--- src/rtl/pipe_stall_ctrl_pkg.sv ---
// Shared types and constants for the pipeline stall/flush controller.
// Stage vectors are indexed F=0 .. W=4.
package pipe_pkg;

    typedef enum logic [1:0] {
        RUN      = 2'd0,
        DIV_WAIT = 2'd1,
        MEM_WAIT = 2'd2
    } state_t;

    localparam int NSTAGE = 5;
    localparam int STG_F  = 0;
    localparam int STG_D  = 1;
    localparam int STG_E  = 2;
    localparam int STG_M  = 3;
    localparam int STG_W  = 4;

    typedef logic [NSTAGE-1:0] stg_vec_t;

    localparam stg_vec_t EN_NONE = 5'b00000;
    localparam stg_vec_t EN_ALL  = 5'b11111;
    localparam stg_vec_t EN_MEM  = 5'b10000;
    localparam stg_vec_t EN_DIV  = 5'b11000;
    localparam stg_vec_t EN_LW   = 5'b11100;

    localparam stg_vec_t CLR_NONE = 5'b00000;
    localparam stg_vec_t CLR_MEM  = 5'b10000;
    localparam stg_vec_t CLR_EXC  = 5'b11110;
    localparam stg_vec_t CLR_DIV  = 5'b01000;
    localparam stg_vec_t CLR_LW   = 5'b00100;
    localparam stg_vec_t CLR_BR   = 5'b00010;

endpackage

--- src/rtl/pipe_stall_ctrl_if.sv ---
// Hazard-source inputs and per-stage enable/clear outputs of the
// stall controller, bundled for the core top and for test harnesses.
interface pipe_stall_ctrl_if
    import pipe_pkg::*;
#(
    parameter int CNT_W = 32
) ();

    logic             lw_stall;
    logic             br_flush;
    logic             div_start;
    logic             div_ready;
    logic             mem_req;
    logic             mem_ready;
    logic             exc_flush;
    logic             cnt_clr;
    stg_vec_t         stage_en;
    stg_vec_t         stage_clr;
    logic [CNT_W-1:0] stall_cnt;
    logic             busy;

    modport master (
        output lw_stall, br_flush,
        output div_start, div_ready,
        output mem_req, mem_ready,
        output exc_flush, cnt_clr,
        input  stage_en, stage_clr,
        input  stall_cnt, busy
    );

    modport slave (
        input  lw_stall, br_flush,
        input  div_start, div_ready,
        input  mem_req, mem_ready,
        input  exc_flush, cnt_clr,
        output stage_en, stage_clr,
        output stall_cnt, busy
    );

endinterface

--- src/rtl/pipe_stall_ctrl_sat_counter.sv ---
// Saturating up-counter for performance events.
// Clear has priority over increment; holds at all-ones.
module sat_counter #(
    parameter int WIDTH = 32
) (
    input  logic             clk,
    input  logic             rst,
    input  logic             clr,
    input  logic             inc,
    output logic [WIDTH-1:0] q
);

    always_ff @(posedge clk) begin
        if (rst) begin
            q <= '0;
        end else if (clr) begin
            q <= '0;
        end else if (inc && (q != {WIDTH{1'b1}})) begin
            q <= q + 1'b1;
        end
    end

endmodule

--- src/rtl/pipe_stall_ctrl.sv ---
// Merges load-use, branch, divider, data-memory and exception hazards
// into per-stage enable/clear vectors and counts front-end stall cycles.
module pipe_stall_ctrl
    import pipe_pkg::*;
#(
    parameter int CNT_W = 32
) (
    input logic               clk,
    input logic               rst,
    pipe_stall_ctrl_if.slave  bus
);

    state_t   state;
    logic     flush_pend;
    logic     busy_q;
    logic     mem_hold;
    logic     div_hold;
    logic     flush;
    stg_vec_t en;
    stg_vec_t clr;

    // A wait state releases in the ready cycle itself, so the hold
    // terms already drop while state still shows the wait.
    always_comb begin
        mem_hold = 1'b0;
        div_hold = 1'b0;
        unique case (state)
            MEM_WAIT: mem_hold = !bus.mem_ready;
            DIV_WAIT: div_hold = !bus.div_ready;
            default: begin
                mem_hold = bus.mem_req & !bus.mem_ready;
                div_hold = bus.div_start & !bus.div_ready;
            end
        endcase
        flush = bus.exc_flush
              | ((state == MEM_WAIT) & flush_pend);
    end

    always_comb begin
        en  = EN_ALL;
        clr = CLR_NONE;
        priority case (1'b1)
            rst: begin
                en  = EN_NONE;
                clr = CLR_NONE;
            end
            mem_hold: begin
                en  = EN_MEM;
                clr = CLR_MEM;
            end
            flush: begin
                en  = EN_ALL;
                clr = CLR_EXC;
            end
            div_hold: begin
                en  = EN_DIV;
                clr = CLR_DIV;
            end
            bus.lw_stall: begin
                en  = EN_LW;
                clr = CLR_LW;
            end
            bus.br_flush: begin
                en  = EN_ALL;
                clr = CLR_BR;
            end
            default: begin
                en  = EN_ALL;
                clr = CLR_NONE;
            end
        endcase
    end

    // An exception under a memory stall is parked in flush_pend and
    // applied in the cycle the access completes.
    always_ff @(posedge clk) begin
        if (rst) begin
            state      <= RUN;
            flush_pend <= 1'b0;
            busy_q     <= 1'b0;
        end else begin
            unique case (state)
                RUN: begin
                    if (bus.mem_req && !bus.mem_ready) begin
                        state      <= MEM_WAIT;
                        flush_pend <= bus.exc_flush;
                        busy_q     <= 1'b1;
                    end else if (!bus.exc_flush
                                 && bus.div_start
                                 && !bus.div_ready) begin
                        state  <= DIV_WAIT;
                        busy_q <= 1'b1;
                    end
                end
                DIV_WAIT: begin
                    if (bus.div_ready || bus.exc_flush) begin
                        state  <= RUN;
                        busy_q <= 1'b0;
                    end
                end
                MEM_WAIT: begin
                    if (bus.mem_ready) begin
                        state      <= RUN;
                        flush_pend <= 1'b0;
                        busy_q     <= 1'b0;
                    end else if (bus.exc_flush) begin
                        flush_pend <= 1'b1;
                    end
                end
                default: begin
                    state      <= RUN;
                    flush_pend <= 1'b0;
                    busy_q     <= 1'b0;
                end
            endcase
        end
    end

    sat_counter #(
        .WIDTH (CNT_W)
    ) u_stall_cnt (
        .clk (clk),
        .rst (rst),
        .clr (bus.cnt_clr),
        .inc (!en[STG_F]),
        .q   (bus.stall_cnt)
    );

    assign bus.stage_en  = en;
    assign bus.stage_clr = clr;
    assign bus.busy      = busy_q;

endmodule

--- src/flat_wrapper.sv ---
// flat-port wrapper written by rule: the top's interface ports become plain ports
module pipe_stall_ctrl_flat import pipe_pkg::*;
#(
    parameter int CNT_W = 32
)
  (clk, rst, bus_lw_stall, bus_br_flush, bus_div_start, bus_div_ready, bus_mem_req, bus_mem_ready, bus_exc_flush, bus_cnt_clr, bus_stage_en, bus_stage_clr, bus_stall_cnt, bus_busy);
  pipe_stall_ctrl_if #(.CNT_W(CNT_W)) bus_i ();
  input logic clk;
  input logic rst;
  input wire logic [$bits(bus_i.lw_stall)-1:0] bus_lw_stall;
  input wire logic [$bits(bus_i.br_flush)-1:0] bus_br_flush;
  input wire logic [$bits(bus_i.div_start)-1:0] bus_div_start;
  input wire logic [$bits(bus_i.div_ready)-1:0] bus_div_ready;
  input wire logic [$bits(bus_i.mem_req)-1:0] bus_mem_req;
  input wire logic [$bits(bus_i.mem_ready)-1:0] bus_mem_ready;
  input wire logic [$bits(bus_i.exc_flush)-1:0] bus_exc_flush;
  input wire logic [$bits(bus_i.cnt_clr)-1:0] bus_cnt_clr;
  output wire logic [$bits(bus_i.stage_en)-1:0] bus_stage_en;
  output wire logic [$bits(bus_i.stage_clr)-1:0] bus_stage_clr;
  output wire logic [$bits(bus_i.stall_cnt)-1:0] bus_stall_cnt;
  output wire logic [$bits(bus_i.busy)-1:0] bus_busy;
  assign bus_i.lw_stall = bus_lw_stall;
  assign bus_i.br_flush = bus_br_flush;
  assign bus_i.div_start = bus_div_start;
  assign bus_i.div_ready = bus_div_ready;
  assign bus_i.mem_req = bus_mem_req;
  assign bus_i.mem_ready = bus_mem_ready;
  assign bus_i.exc_flush = bus_exc_flush;
  assign bus_i.cnt_clr = bus_cnt_clr;
  assign bus_stage_en = bus_i.stage_en;
  assign bus_stage_clr = bus_i.stage_clr;
  assign bus_stall_cnt = bus_i.stall_cnt;
  assign bus_busy = bus_i.busy;
  pipe_stall_ctrl #(.CNT_W(CNT_W)) u_core (.clk(clk), .rst(rst), .bus(bus_i));
endmodule
--- config.mk ---
export PLATFORM = sky130hd
export DESIGN_NAME = pipe_stall_ctrl_flat
export DESIGN_NICKNAME = d
export VERILOG_FILES = /design/src/rtl/pipe_stall_ctrl_pkg.sv /design/src/rtl/pipe_stall_ctrl_if.sv /design/src/rtl/pipe_stall_ctrl_sat_counter.sv /design/src/rtl/pipe_stall_ctrl.sv /design/src/flat_wrapper.sv
export SDC_FILE = /design/constraint.sdc
export NUM_CORES = 1
export LEC_CHECK = 0
export CAP_MARGIN = 20
export CORE_ASPECT_RATIO = 1.5
export CORE_MARGIN = 8
export CORE_UTILIZATION = 53
export DETAILED_ROUTE_END_ITERATION = 10
export PLACE_DENSITY = 0.85
export SKIP_LAST_GASP = 1
export SLEW_MARGIN = 25
export SYNTH_ARGS = -nofsm -noshare
export SYNTH_HDL_FRONTEND = slang
export SYNTH_SLANG_ARGS = --single-unit
--- constraint.sdc ---
create_clock -name clk -period 5.3 [get_ports clk]
set_clock_uncertainty 0.05 [all_clocks]
set_input_delay 0.53 -clock clk [delete_from_list [all_inputs] [get_ports clk]]
set_output_delay 0.53 -clock clk [all_outputs]
set_load 0.05 [all_outputs]
Word level (Yosys, flattened, before mapping)
Index checks and enable logic that the tools add are counted.
{"block": "op_classes", "addsub": 1, "n_eq_ne": 8, "mux": 27, "bitwise_logic": 5, "reduce_logical": 13}
{"operator": "two-way mux 5 bit", "count": 9}
{"operator": "adder 32 x 1 -> 32 bit, second input constant", "count": 1}
{"operator": "!= test 32 bit, second input constant", "count": 1}
{"operator": "two-way mux 2 bit", "count": 6}
{"operator": "two-way mux 1 bit", "count": 7}
{"operator": "case mux 1 bit (3 select lines)", "count": 2}
{"operator": "case mux 2 bit (3 select lines)", "count": 1}
{"operator": "AND reduction 3 bit", "count": 2}
{"operator": "logical AND 1 bit", "count": 4}
{"operator": "zero test 1 bit", "count": 4}
{"operator": "!= test 2 x 1 -> 1 bit, second input constant", "count": 2}
{"operator": "case mux 1 bit (2 select lines)", "count": 2}
{"operator": "bitwise AND 1 bit", "count": 3}
{"operator": "!= test 3 x 1 -> 1 bit, second input constant", "count": 1}
{"operator": "!= test 3 bit, second input constant", "count": 1}
{"operator": "== test 2 x 1 -> 1 bit, second input constant", "count": 1}
{"operator": "== test 2 bit, second input constant", "count": 1}
{"operator": "zero test 2 bit", "count": 1}
{"operator": "!= test 2 bit, second input constant", "count": 1}
{"operator": "OR reduction 2 bit", "count": 1}
{"operator": "logical OR 1 bit", "count": 1}
{"operator": "inverter 1 bit", "count": 1}
{"operator": "OR 1 bit", "count": 1}
{"block": "word_totals", "regBits": 36, "in_bits": 10, "output_inout_bits": 43, "word_cells": 58}

Longest topological paths before layout
Gate-level depths: netlist of the first run.
{"block": "depth", "ltp_word": 9, "ltp_mapped": 12, "depth_no_buf": 9}

By module
Synthesis of the first run repeated with hierarchy kept, for this count alone.
{"block": "unflattened", "hier_cells": 250, "area_unflattened_um2": 2019.4}
{"module": "sat_counter", "instances": 1, "cells_each": 198, "area_per_inst_um2": 1620.3, "seq_area_each_um2": 640.6}
{"module": "pipe_stall_ctrl", "instances": 1, "cells_each": 52, "area_per_inst_um2": 399.1, "seq_area_each_um2": 80.1}

Worst setup path after synthesis of the first run
Ideal clock, no wire load.
{"block": "synth_path", "path_type": "reg-to-output", "from": "register u_core.state[0]", "to": "output port bus_stage_clr[2]", "t_arrival_ns": 3.345, "required_ns": 4.720, "path_slack_ns": 1.375, "path_stages_with_launch": 7, "n_path_buf": 0, "cell_sequence": "dfxtp_1 inv_1 ha_1 mux2_2 a21o_2 a21oi_1 a21boi_0"}
{"block": "synth_via", "elab_chain_len": 6, "elab_cells_between_ends": 10, "cone_classes": "eq/ne: 2; mux: 6; bitwise: 2"}
{"item": "from (decl)", "line": "pipe_stall_ctrl.sv:13", "source": "state_t state;"}
{"item": "from (signal assigned)", "line": "pipe_stall_ctrl.sv:78", "source": "state <= RUN;"}
{"item": "from (signal assigned)", "line": "pipe_stall_ctrl.sv:85", "source": "state <= MEM_WAIT;"}
{"item": "from (signal assigned)", "line": "pipe_stall_ctrl.sv:91", "source": "state <= DIV_WAIT;"}
{"item": "== test 2 x 1 -> 1 bit or == test 2 bit (tied branches)", "line": "pipe_stall_ctrl.sv:27, pipe_stall_ctrl.sv:36"}
{"item": "case mux 1 bit (2 select lines) or bitwise AND 1 bit (tied branches)", "line": "pipe_stall_ctrl.sv:27, pipe_stall_ctrl.sv:36"}
{"item": "two-way mux 5 bit or OR 1 bit (tied branches)", "line": "pipe_stall_ctrl.sv:42, pipe_stall_ctrl.sv:36"}
{"item": "two-way mux 5 bit", "line": "pipe_stall_ctrl.sv:42", "source": "priority case (1'b1)"}
{"item": "two-way mux 5 bit (*) (2 in series)", "line": "pipe_stall_ctrl.sv:42"}
{"item": "to (decl)", "line": "flat_wrapper.sv:19", "source": "output wire logic [$bits(bus_i.stage_clr)-1:0] bus_stage_clr;"}
Mark *: on every way between the ends. The rest lies on a longest branch, timed or not.

Final worst setup path of the first run
{"block": "layout_path", "from": "register u_core.state[1]", "to": "output port bus_stage_en[1]"}
{"block": "layout_via", "elab_chain_len": 6, "elab_cells_between_ends": 10, "cone_classes": "eq/ne: 2; mux: 6; bitwise: 2"}
{"item": "== test 2 x 1 -> 1 bit or == test 2 bit (tied branches)", "line": "pipe_stall_ctrl.sv:27, pipe_stall_ctrl.sv:36"}
{"item": "case mux 1 bit (2 select lines) or bitwise AND 1 bit (tied branches)", "line": "pipe_stall_ctrl.sv:27, pipe_stall_ctrl.sv:36"}
{"item": "two-way mux 5 bit or OR 1 bit (tied branches)", "line": "pipe_stall_ctrl.sv:42, pipe_stall_ctrl.sv:36"}
{"item": "two-way mux 5 bit", "line": "pipe_stall_ctrl.sv:42"}
{"item": "two-way mux 5 bit (*) (2 in series)", "line": "pipe_stall_ctrl.sv:42"}
{"item": "to (decl)", "line": "flat_wrapper.sv:18", "source": "output wire logic [$bits(bus_i.stage_en)-1:0] bus_stage_en;"}
Marks and branches as above.

==> results.rst, run 1 <==
.. list-table::
   :header-rows: 1

   * - Metric
     - Value
   * - Run status
     - complete, no violations
   * - Post-Synthesis Mean Instance Area
     - 8.12 sq um
   * - WP buf/inv
     - 4
   * - Achievable frequency
     - 0.264 GHz
   * - R2R Setup Slk
     - 2390 ps
   * - Number of cells traversed by the worst hold path
     - 2
   * - Max-slew violation count
     - 0
   * - Worst hold path startpoint
     - u_core.u_stall_cnt.q[29]
   * - Finished Core Util
     - 69.0%
   * - Cell occurring most often along the worst timing path
     - inv_1
   * - Minimum hold slack
     - 457 ps
   * - Number of flops mapped to enable cells by yosys
     - 0
   * - Endpoint type of the worst setup path
     - output port
   * - Number of vias in the routed layout
     - 2,214
   * - GRT Resource Usage Total
     - 17.7%
   * - Register clock-pin slew on the reported worst setup and hold paths
     - 80 ps
   * - Residual DRC
     - 0
   * - Prevailing post-synth register cell
     - dfxtp_1
   * - Worst flop-to-flop path startpoint
     - u_core.u_stall_cnt.q[0]
   * - Yosys warning count
     - 0
   * - End of the worst register-to-register path
     - u_core.u_stall_cnt.q[8]
   * - First-pass GRT wire length
     - 9.11 mm
   * - H-tree level count
     - 2
   * - Crit-path leading delay family
     - buffers and inverters
   * - Sequential share of the synthesized area
     - 34.1%
   * - Post-cts repair resize count
     - 0
   * - Async S/R FF share, synth
     - 0%
   * - Post-synthesis mux area share
     - 2.90%
   * - Number of failing hold endpoints at the final stage
     - 0
   * - Number of nets in the finished design
     - 318
   * - Critical Path RT
     - 4720 ps
   * - Final number of setup-violating endpoints
     - 0
   * - List of cells traversed by the critical path
     - inv_1 > ha_1 > mux2_2 > a21o_2 > inv_1 > nand2b_1 > inv_6 > clkdlybuf4s50_1
   * - Arithmetic-cell share of the synthesized area counting full adders, half adders and majority gates
     - 2.96%
   * - Delay contributed by the slowest stage of the critical path
     - 850 ps
   * - Largest cells by area after synthesis
     - dfxtp_1, a21oi_1, o31ai_1, or4_1, nand3_1
   * - FILL cells
     - 320
   * - Maximum VDD drop
     - 0.273 mV
   * - Number of input and output port buffers inserted
     - 51
   * - Starting density of the core
     - 54.3%
   * - Total power density per cell area
     - 229 nW/um^2
   * - Post-detailed-routing wire length
     - 5.75 mm
   * - Maximum buffer depth of the clock tree
     - 2
   * - Number of buffers inserted during clock tree synthesis
     - 5
   * - Total congestion overflow after global routing
     - 0
   * - Final cycle utilization of the critical path
     - 71.5%
   * - Count of antenna-violating nets left after detailed routing
     - 0
   * - Width of the die
     - 67.5 um
   * - Overall die area
     - 6300 sq um
   * - Hold bufs inserted after CTS
     - 0
   * - Gpl congestion
     - 0.932
   * - Most repeated cell in the gate-level netlist after synthesis
     - dfxtp_1
   * - Post-Synth Simple-Gate Area
     - 27.7%
   * - Chip height
     - 93.3 um
   * - Initial antenna violation count
     - 0
   * - Total clock sinks
     - 36
   * - Start-to-end type of the worst setup path
     - register to output port
   * - Compound-cell area share of the yosys netlist
     - 25.9%
   * - Biggest fanout along the worst timing path
     - 29
   * - Post-synth top area share
     - 34.1%
   * - Std-Cell Rows
     - 28
   * - Core region area
     - 3890 sq um
   * - Number of nets in the synthesized netlist
     - 275
   * - Headroom to the max-slew limit
     - 36.9%
   * - Half-perimeter wire length after detailed placement
     - 4.16 mm
   * - Fin crit period
     - 3790 ps
   * - Area growth from synthesis to final layout
     - 27.1%
   * - Length of the first detailed-routing pass in iterations
     - 4
   * - Max cap viols
     - 0
   * - Vias/cell
     - 6.34
   * - Arrival time of the worst setup path
     - 3210 ps
   * - Gate count of the mapped netlist
     - 260
   * - Hold Path End
     - u_core.u_stall_cnt.q[29]
   * - CTS Root Cell
     - clkbuf_8
   * - Class of the tightest hold or removal check
     - register to register
   * - Setup TNS after final layout
     - 0 ps
   * - Fraction of synthesized cell area in xor and xnor cells
     - 0%
   * - Worst-margin pin slew
     - 947 ps
   * - Clock insertion delay at the later pin of the skew report
     - 300 ps
   * - Leakage power figure
     - 0.874 nW
   * - Unrepaired setup endpoints after global routing
     - no
   * - Critical path launch point type
     - register
   * - Number of global-route vias before repair
     - 1,939
   * - Most common library cells after synthesis
     - dfxtp_1, a21oi_1, nor2_1
   * - Count of buffers added by post-CTS timing repair for setup
     - 0
   * - Number of distinct library cell variants in the gate-level netlist after synthesis
     - 46
   * - Cell count after placement
     - 341
   * - Dominant combinational cell family by area after synthesis
     - simple AND/OR/NAND/NOR gates
   * - Number of synthesized register bits
     - 36
   * - Worst R2R Path Depth
     - 6
   * - Maximum number of pins on one net before global-route repair
     - 32
   * - Non-filler cells, final
     - 349
   * - Master of the slowest instance on the critical path
     - clkdlybuf4s50_1
   * - WL per Instance
     - 16.5 um
   * - I/O pin count
     - 53
   * - Share of post-route cells with drive strength above 1
     - 4.61%
   * - Number of antenna diodes
     - 0
   * - Biggest area consumer among synthesized cells
     - dfxtp_1
   * - Area of the mapped netlist
     - 2110 sq um
   * - Iteration-0 DRC Markers
     - 130
   * - CTS tree
     - built
[per-layer routing]
metal / up-vias / wire length [um] / track usage [%] / share of wire [%]
met5: - / 0 / 0 / 0
met4: 0 / 79 / 6.48 / 1.4
met3: 7 / 436 / 5.03 / 7.6
met2: 74 / 2900 / 30.3 / 50
met1: 1045 / 2340 / 19.9 / 41
li1: 1088 / - / - / -
[how the worst max path moves through the flow]
| stage | depth (start not counted) | startpoint | slack (ps) | end |
|---|---|---|---|---|
| final | 8 | u_core.state[1] | 1510 | bus_stage_en[1] |
| after global placement | 7 | bus_mem_req | 1780 | bus_stage_en[0] |
| after floorplan | 6 | u_core.state[0] | 1370 | bus_stage_clr[2] |
| after global routing | 8 | u_core.state[1] | 1340 | bus_stage_en[1] |
| after CTS | 8 | u_core.state[1] | 1500 | bus_stage_en[1] |
| after detailed placement | 7 | bus_mem_req | 1730 | bus_stage_en[1] |
[layout by cell type (no fill, tap or decap), types with 6 or more instances in the layout]
master	synthesis	layout
clkdlybuf4s50_1	0	51
dfxtp_1	36	36
a21oi_1	31	31
nor2_1	18	18
nand2_1	16	16
nand3_1	16	16
o31ai_1	15	15
or4_1	15	15
o21ai_0	10	10
inv_1	9	9
or3_1	9	9
nand4_1	8	8
clkbuf_8	0	6
[worst min-delay path, cell delays in order, from the launching register on]
cell and delay, ps:
dfxtp_1 340, nand2_1 60, mux2i_1 60
[registers in the layout (all words and copies together) (netlist names)]
| name | flops |
|---|---|
| u_core.u_stall_cnt.q | 32 |
| u_core.state | 2 |
| u_core.bus.busy | 1 |
| u_core.flush_pend | 1 |
[stage by stage]
stage	cell area [sq um]	setup WS [ps]	power (mW)
final	2680	1510	0.614
after global routing	2680	1340	0.638
after CTS	2680	1500	0.618
after detailed placement	2590	1730	0.413
after global placement	2590	1780	0.410
after floorplan	2110	1370	0.380
[logic make-up after synthesis]
group,after synthesis
AOI/OAI and AO/OA,82
adders and majority gates,5
buffers and inverters,25
DFF,36
muxes,6
other,1
and+or+nand+nor,105
[cell type report]
| class | instances | area, sq um | area share (%) |
|---|---|---|---|
| clock inverters | 1 | 7.51 | 0.280 |
| flip-flops and latches | 36 | 721 | 26.9 |
| inverters | 10 | 42.5 | 1.59 |
| well taps | 45 | 56.3 | 2.10 |
| clock buffers | 7 | 86.3 | 3.22 |
| repair buffers | 51 | 510 | 19.0 |
| multi-input cells | 199 | 1260 | 46.9 |
[report_power, final]
group / internal (mW) / total [mW] / switching, mW
Combinational: 0.0438 / 0.125 / 0.0814
Clock: 0.106 / 0.208 / 0.102
Sequential: 0.276 / 0.281 / 0.00503
Power figures use the tool's default switching activity.
==> run 2: changes to the inputs <==
- CORE_UTILIZATION: 53 -> 49
- PLACE_DENSITY: 0.85 -> 0.8
- clock period: 5.3 -> 3.61 ns (I/O delays scaled with it)
==> run 2 against run 1 <==
  * Die area grew 6.5%
  * Worst hold slack lost 7.9 ps
  * Total power grew 48%
  * Final cell count grew 0.57%
  * Critical path type unchanged
  * Critical endpoint is now bus_stage_clr[2]
==> results.rst, run 2 (same netlist as run 1, synthesis figures left out) <==
.. list-table::
   :header-rows: 1

   * - Metric
     - Value
   * - Run status
     - complete, no violations
   * - Top Registers
     - u_core.u_stall_cnt.q: 32 flops, u_core.state: 2 flops
   * - GRT Resource Usage Total
     - 18.2% (+0.51 points)
   * - Share of post-route cells with drive strength above 1
     - 5.25% (+0.64 points)
   * - Number of global-route vias before repair
     - 2,195 (+13%)
   * - Post-detailed-routing wire length
     - 5.98 mm (+3.9%)
   * - Vias/cell
     - 6.26 (-1.3%)
   * - Master of the slowest instance on the critical path
     - clkdlybuf4s50_1
   * - List of cells traversed by the critical path
     - inv_1 > ha_1 > mux2_2 > a21o_2 > a21oi_1 > a21boi_1 > clkdlybuf4s50_1
   * - Clock insertion delay at the later pin of the skew report
     - 290 ps (about the same)
   * - Endpoint type of the worst setup path
     - output port
   * - Leakage power figure
     - 0.911 nW (+4.2%)
   * - First-pass GRT wire length
     - 10.3 mm (+13%)
   * - Total clock sinks
     - 36 (unchanged)
   * - Power Internal
     - 0.639 mW (+50%)
   * - Gpl congestion
     - 0.911 (-2.3%)
   * - Footprint of the flip-flops and latches
     - 721 sq um (unchanged)
   * - Final cycle utilization of the critical path
     - 93.5%
   * - Critical path launch point type
     - register
   * - Maximum buffer depth of the clock tree
     - 2 (unchanged)
   * - Worst-margin pin slew
     - 789 ps (-158 ps)
   * - Biggest fanout along the worst timing path
     - 7 (-76%)
   * - Max-slew violation count
     - 0 (unchanged)
   * - Number of input and output port buffers inserted
     - 51 (unchanged)
   * - Residual DRC
     - 0 (unchanged)
   * - Area growth from synthesis to final layout
     - 28.0%
   * - Power share of the combinational group
     - 20.4% (about the same)
   * - Top Usage Layer GRT
     - met2
   * - Number of nets in the finished design
     - 320 (+0.63%)
   * - Largest register FFs
     - 32 (unchanged)
   * - Chip height
     - 96.4 um (+3.3%)
   * - Delay contributed by the slowest stage of the critical path
     - 830 ps (-20 ps)
   * - Maximum number of pins on one net before global-route repair
     - 32 (unchanged)
   * - Total congestion overflow after global routing
     - 0 (unchanged)
   * - Finished Core Util
     - 64.8% (-4.2 points)
   * - Number of antenna diodes
     - 0 (unchanged)
   * - Total power density per cell area
     - 336 nW/um^2 (+47%)
   * - Number of vias in the routed layout
     - 2,198 (-0.72%)
   * - Width of the die
     - 69.6 um (+3.1%)
   * - Grt met3 use
     - 4.40% (-0.63 points)
   * - Fin crit period
     - 3380 ps
   * - Std-Cell Rows
     - 29 (+3.6%)
   * - Maximum VDD drop
     - 0.325 mV (+19%)
   * - Final number of setup-violating endpoints
     - 0 (unchanged)
   * - WL per Instance
     - 17.0 um (+3.3%)
   * - Headroom to the max-slew limit
     - 47.3% (+10 points)
   * - Register ranked first by flip-flop count
     - u_core.u_stall_cnt.q
   * - Starting density of the core
     - 50.6% (-3.7 points)
   * - Initial antenna violation count
     - 0 (unchanged)
   * - Iteration-0 DRC Markers
     - 135 (+3.8%)
   * - CTS Root Cell
     - clkbuf_8
   * - GR Layer Usage met1
     - 19.2% (-0.69 points)
   * - Half-perimeter wire length after detailed placement
     - 4.37 mm (+5.1%)
   * - Most used cells in the layout excluding fill and tap cells
     - clkdlybuf4s50_1, dfxtp_1, a21oi_1
   * - Sequential Power Share
     - 45.4% (-0.4 points)
   * - Achievable frequency
     - 0.296 GHz
   * - Number of failing hold endpoints at the final stage
     - 0 (unchanged)
   * - Number of buffers inserted during clock tree synthesis
     - 5 (unchanged)
   * - Proportion of total power due to net switching
     - 29.6% (-1.1 points)
   * - Part of the total power dissipated in the clock network
     - 34.2% (+0.4 points)
   * - FILL cells
     - 377 (+18%)
   * - Multi-input logic area
     - 1260 sq um (unchanged)
   * - Core region area
     - 4170 sq um (+7.3%)
   * - Arrival time of the worst setup path
     - 2970 ps (-240 ps)
   * - Overall die area
     - 6710 sq um (+6.5%)
   * - Leading cell type in the layout, fill and taps excluded
     - clkdlybuf4s50_1
   * - Length of the first detailed-routing pass in iterations
     - 5 (+1)
   * - Class of the tightest hold or removal check
     - register to register
   * - Count of antenna-violating nets left after detailed routing
     - 0 (unchanged)
   * - H-tree level count
     - 2 (unchanged)
   * - Critical Path RT
     - 3200 ps (-1520 ps)
   * - Hold bufs inserted after CTS
     - 0 (unchanged)
   * - Max cap viols
     - 0 (unchanged)
   * - Count of buffers added by post-CTS timing repair for setup
     - 0 (unchanged)
   * - Start-to-end type of the worst setup path
     - register to output port
   * - Met2 routing resource usage after global routing
     - 34.3% (+4.0 points)
   * - Net switching power
     - 0.269 mW (+43%)
   * - Unrepaired setup endpoints after global routing
     - no
   * - Setup TNS after final layout
     - 0 ps (unchanged)
   * - Register clock-pin slew on the reported worst setup and hold paths
     - 70 ps (about the same)
   * - I/O pin count
     - 53 (unchanged)
   * - CTS tree
     - built
==> run 2: what timing repair did <==
action / 4_1_cts / 5_1_grt
setup endpoints to repair: 2 / 1
pin swaps: 0 / 0
resized for setup: 2 / 1
==> run 2: final timing paths <==
check,startpoint,to,slack [ps],cells after the start
setup / recovery,u_core.state[0],bus_stage_clr[2],230,7
hold / removal,u_core.u_stall_cnt.q[31],u_core.u_stall_cnt.q[31],450,2
hold reg to reg,u_core.u_stall_cnt.q[31],u_core.u_stall_cnt.q[31],450,2
setup reg to reg,u_core.state[0],u_core.u_stall_cnt.q[4],750,8
==> run 2: layout make-up <==
type                    count  share of cell area, %
well taps                  46                   2.13
multi-input cells         199                   46.6
repair buffers             53                   19.4
clock buffers               7                   3.56
inverters                  10                   1.57
flip-flops and latches     36                   26.7
==> run 2: routing by layer <==
layer | vias to the layer above | part of all wire, %
met5 | - | 0
met4 | 0 | 1.3
met3 | 9 | 4.5
met2 | 65 | 53
met1 | 1033 | 41
li1 | 1091 | -
==> run 2: critical path: cells and delay by family (launching register included) <==
family / cells / cell delay, ps
buf+inv: 2 / 920
compound gates: 3 / 670
flops: 1 / 380
mux: 1 / 360
fa+ha+maj: 1 / 340
==> run 2: per-stage QoR <==
stage	hold slack [ps]	setup WS (ps)	power (mW)	instance area [sq um]	std cells
finish	449	234	0.908	2700	351
CTS	453	58.2	0.912	2700	351
floorplan	437	201	0.558	2110	260
detailed placement	444	299	0.609	2610	344
global route	470	82.6	0.949	2700	351
global placement	431	399	0.605	2610	344
==> run 2: power groups by stage <==
stage	Combinational [mW]	Clock (mW)	Sequential [mW]
2_1_floorplan	0.125	0	0.433
3_3_place_gp	0.184	0	0.421
3_5_place_dp	0.188	0	0.421
4_1_cts	0.187	0.313	0.412
5_1_grt	0.202	0.333	0.414
6_report	0.185	0.310	0.412
==> run 3: changes to the inputs <==
- CORE_MARGIN: 8 -> 2
==> run 3 against run 2 <==
  * Die area is 28% lower
  * Design area is 0.42% higher
  * Final cell count is 0.28% higher
  * Largest power group unchanged
==> results.rst, run 3 (same netlist as run 1, synthesis figures left out) <==
.. list-table::
   :header-rows: 1

   * - Metric
     - Value
   * - Final cycle utilization of the critical path
     - 93.7% (+0.20 points)
   * - Post-detailed-routing wire length
     - 5.60 mm (-6.3%)
   * - Starting density of the core
     - 50.6% (unchanged)
   * - Arrival time of the worst setup path
     - 2970 ps (about the same)
   * - Overall die area
     - 4860 sq um (-28%)
   * - Worst-margin pin slew
     - 767 ps (-22.0 ps)
   * - Sequential Power Share
     - 43.5% (-1.9 points)
   * - Residual DRC
     - 0 (unchanged)
   * - Minimum hold slack
     - 455 ps (+5.10 ps)
   * - Proportion of total power due to net switching
     - 29.0% (-0.63 points)
   * - Biggest fanout along the worst timing path
     - 7 (unchanged)
   * - Total power density per cell area
     - 350 nW/um^2 (+4.0%)
   * - Endpoint type of the worst setup path
     - output port
   * - Number of buffers inserted during clock tree synthesis
     - 5 (unchanged)
   * - Max cap viols
     - 0 (unchanged)
   * - I/O pin count
     - 53 (unchanged)
   * - Total clock sinks
     - 36 (unchanged)
   * - Maximum number of pins on one net before global-route repair
     - 32 (unchanged)
   * - End of the worst register-to-register path
     - u_core.u_stall_cnt.q[6]
   * - H-tree level count
     - 2 (unchanged)
   * - Count of antenna-violating nets left after detailed routing
     - 0 (unchanged)
   * - Final number of setup-violating endpoints
     - 0 (unchanged)
   * - R2R Setup Slk
     - 800 ps (+50 ps)
   * - Footprint of the flip-flops and latches
     - 721 sq um (unchanged)
   * - FILL cells
     - 368 (-2.4%)
   * - Half-perimeter wire length after detailed placement
     - 4.06 mm (-7.0%)
   * - Achievable frequency
     - 0.296 GHz (-0.22%)
   * - CTS tree
     - built
   * - Max-slew violation count
     - 0 (unchanged)
   * - Number of vias in the routed layout
     - 2,238 (+1.8%)
   * - GRT Resource Usage Total
     - 23.6% (+5.4 points)
   * - Initial antenna violation count
     - 0 (unchanged)
   * - Length of the first detailed-routing pass in iterations
     - 4 (-1)
   * - Multi-input logic area
     - 1260 sq um (unchanged)
   * - Leakage power figure
     - 0.916 nW (+0.53%)
   * - Fin crit period
     - 3380 ps (+7.27 ps)
   * - Run status
     - complete, no violations
   * - Register ranked first by flip-flop count
     - u_core.u_stall_cnt.q
   * - Number of failing hold endpoints at the final stage
     - 0 (unchanged)
   * - Start-to-end type of the worst setup path
     - register to output port
   * - Number of input and output port buffers inserted
     - 51 (unchanged)
   * - Number of global-route vias before repair
     - 2,032 (-7.4%)
   * - Std-Cell Rows
     - 29 (unchanged)
   * - Clock insertion delay at the later pin of the skew report
     - 300 ps (about the same)
   * - Critical path launch point type
     - register
   * - Net switching power
     - 0.275 mW (+2.3%)
   * - Register clock-pin slew on the reported worst setup and hold paths
     - 70 ps (about the same)
   * - Critical Path RT
     - 3200 ps (about the same)
   * - Endpoint of the worst setup timing path
     - bus_stage_clr[2]
   * - Worst setup startpoint
     - u_core.state[0]
   * - Most used cells in the layout excluding fill and tap cells
     - clkdlybuf4s50_1, dfxtp_1, a21oi_1
   * - Unrepaired setup endpoints after global routing
     - no
   * - Top Registers
     - u_core.u_stall_cnt.q: 32 flops, u_core.state: 2 flops
   * - Headroom to the max-slew limit
     - 48.8% (+1.5 points)
   * - Class of the tightest hold or removal check
     - register to register
   * - Hold bufs inserted after CTS
     - 0 (unchanged)
   * - Vias/cell
     - 6.36 (+1.5%)
   * - Power Internal
     - 0.674 mW (+5.4%)
   * - CTS Root Cell
     - clkbuf_8
   * - Largest register FFs
     - 32 (unchanged)
   * - Area growth from synthesis to final layout
     - 28.6%
   * - WL per Instance
     - 15.9 um (-6.6%)
   * - Setup TNS after final layout
     - 0 ps (unchanged)
   * - Leading cell type in the layout, fill and taps excluded
     - clkdlybuf4s50_1
   * - Maximum buffer depth of the clock tree
     - 2 (unchanged)
   * - Total congestion overflow after global routing
     - 0 (unchanged)
   * - Chip height
     - 84.4 um (-12%)
   * - Iteration-0 DRC Markers
     - 73 (-46%)
   * - Number of nets in the finished design
     - 320 (unchanged)
   * - Worst flop-to-flop path startpoint
     - u_core.state[0]
   * - First-pass GRT wire length
     - 9.28 mm (-9.9%)
   * - Maximum VDD drop
     - 0.350 mV (+7.6%)
   * - Share of post-route cells with drive strength above 1
     - 5.23% (-0.017 points)
   * - Power share of the combinational group
     - 19.4% (-1.0 points)
   * - Width of the die
     - 57.6 um (-17%)
   * - Part of the total power dissipated in the clock network
     - 37.1% (+2.9 points)
   * - Number of antenna diodes
     - 0 (unchanged)
   * - Worst R2R Path Depth
     - 8 (unchanged)
   * - Gpl congestion
     - 0.919 (+0.89%)
   * - Core region area
     - 4170 sq um (unchanged)
-- run 3: worst min path at each step --
stage | cells after the start | from | to
CTS | 2 | u_core.u_stall_cnt.q[31] | u_core.u_stall_cnt.q[31]
global route | 2 | u_core.u_stall_cnt.q[31] | u_core.u_stall_cnt.q[31]
detailed placement | 2 | u_core.u_stall_cnt.q[11] | u_core.u_stall_cnt.q[11]
finish | 2 | u_core.u_stall_cnt.q[11] | u_core.u_stall_cnt.q[11]
floorplan | 2 | u_core.state[1] | u_core.state[1]
global placement | 2 | u_core.bus.busy | u_core.bus.busy
-- run 3: power by group through the flow --
stage	combinational [mW]	clock [mW]	sequential [mW]
2_1_floorplan	0.125	0	0.433
3_3_place_gp	0.183	0	0.421
3_5_place_dp	0.185	0	0.422
4_1_cts	0.184	0.357	0.413
5_1_grt	0.197	0.372	0.413
6_report	0.184	0.352	0.413
-- run 3: through the flow --
stage	setup WS, ps	power (mW)	instances	utilization (%)	cell area (sq um)
after floorplan	201	0.558	260	-	2110
after global placement	400	0.604	344	62.5	2610
after detailed placement	324	0.607	344	62.5	2610
after CTS	61.3	0.954	352	65.0	2710
after global routing	99.2	0.983	352	65.0	2710
final	227	0.949	352	65.0	2710
-- run 3: metal layers --
metal / GRT usage (%) / up-vias / wire, um
met5: 0 / - / 0
met4: 8.88 / 0 / 88
met3: 3.39 / 10 / 211
met2: 42.4 / 56 / 3010
met1: 27.4 / 1079 / 2290
li1: - / 1093 / -
-- run 3: cell type report --
class | count | share of cell area (%)
multi-input combinational | 199 | 46.4
sequential | 36 | 26.6
timing repair buffer | 53 | 19.4
clock buffer | 6 | 2.67
tap | 46 | 2.12
inverter | 10 | 1.57
clock inverter | 2 | 1.29
-- run 3: repair_timing --
item                                   CTS  global route
pin swaps                                0             0
setup endpoints to repair                2             1
cloned                                   0             0
buffers inserted                         0             0
endpoints found under the hold margin    0             0
gates resized for setup                  2             1
-- run 3: critical path, stage by stage, from the launching register on --
cell	delay, ps
dfxtp_1	400
inv_1	90
ha_1	330
mux2_2	350
a21o_2	260
a21oi_1	220
a21boi_1	200
clkdlybuf4s50_1	820
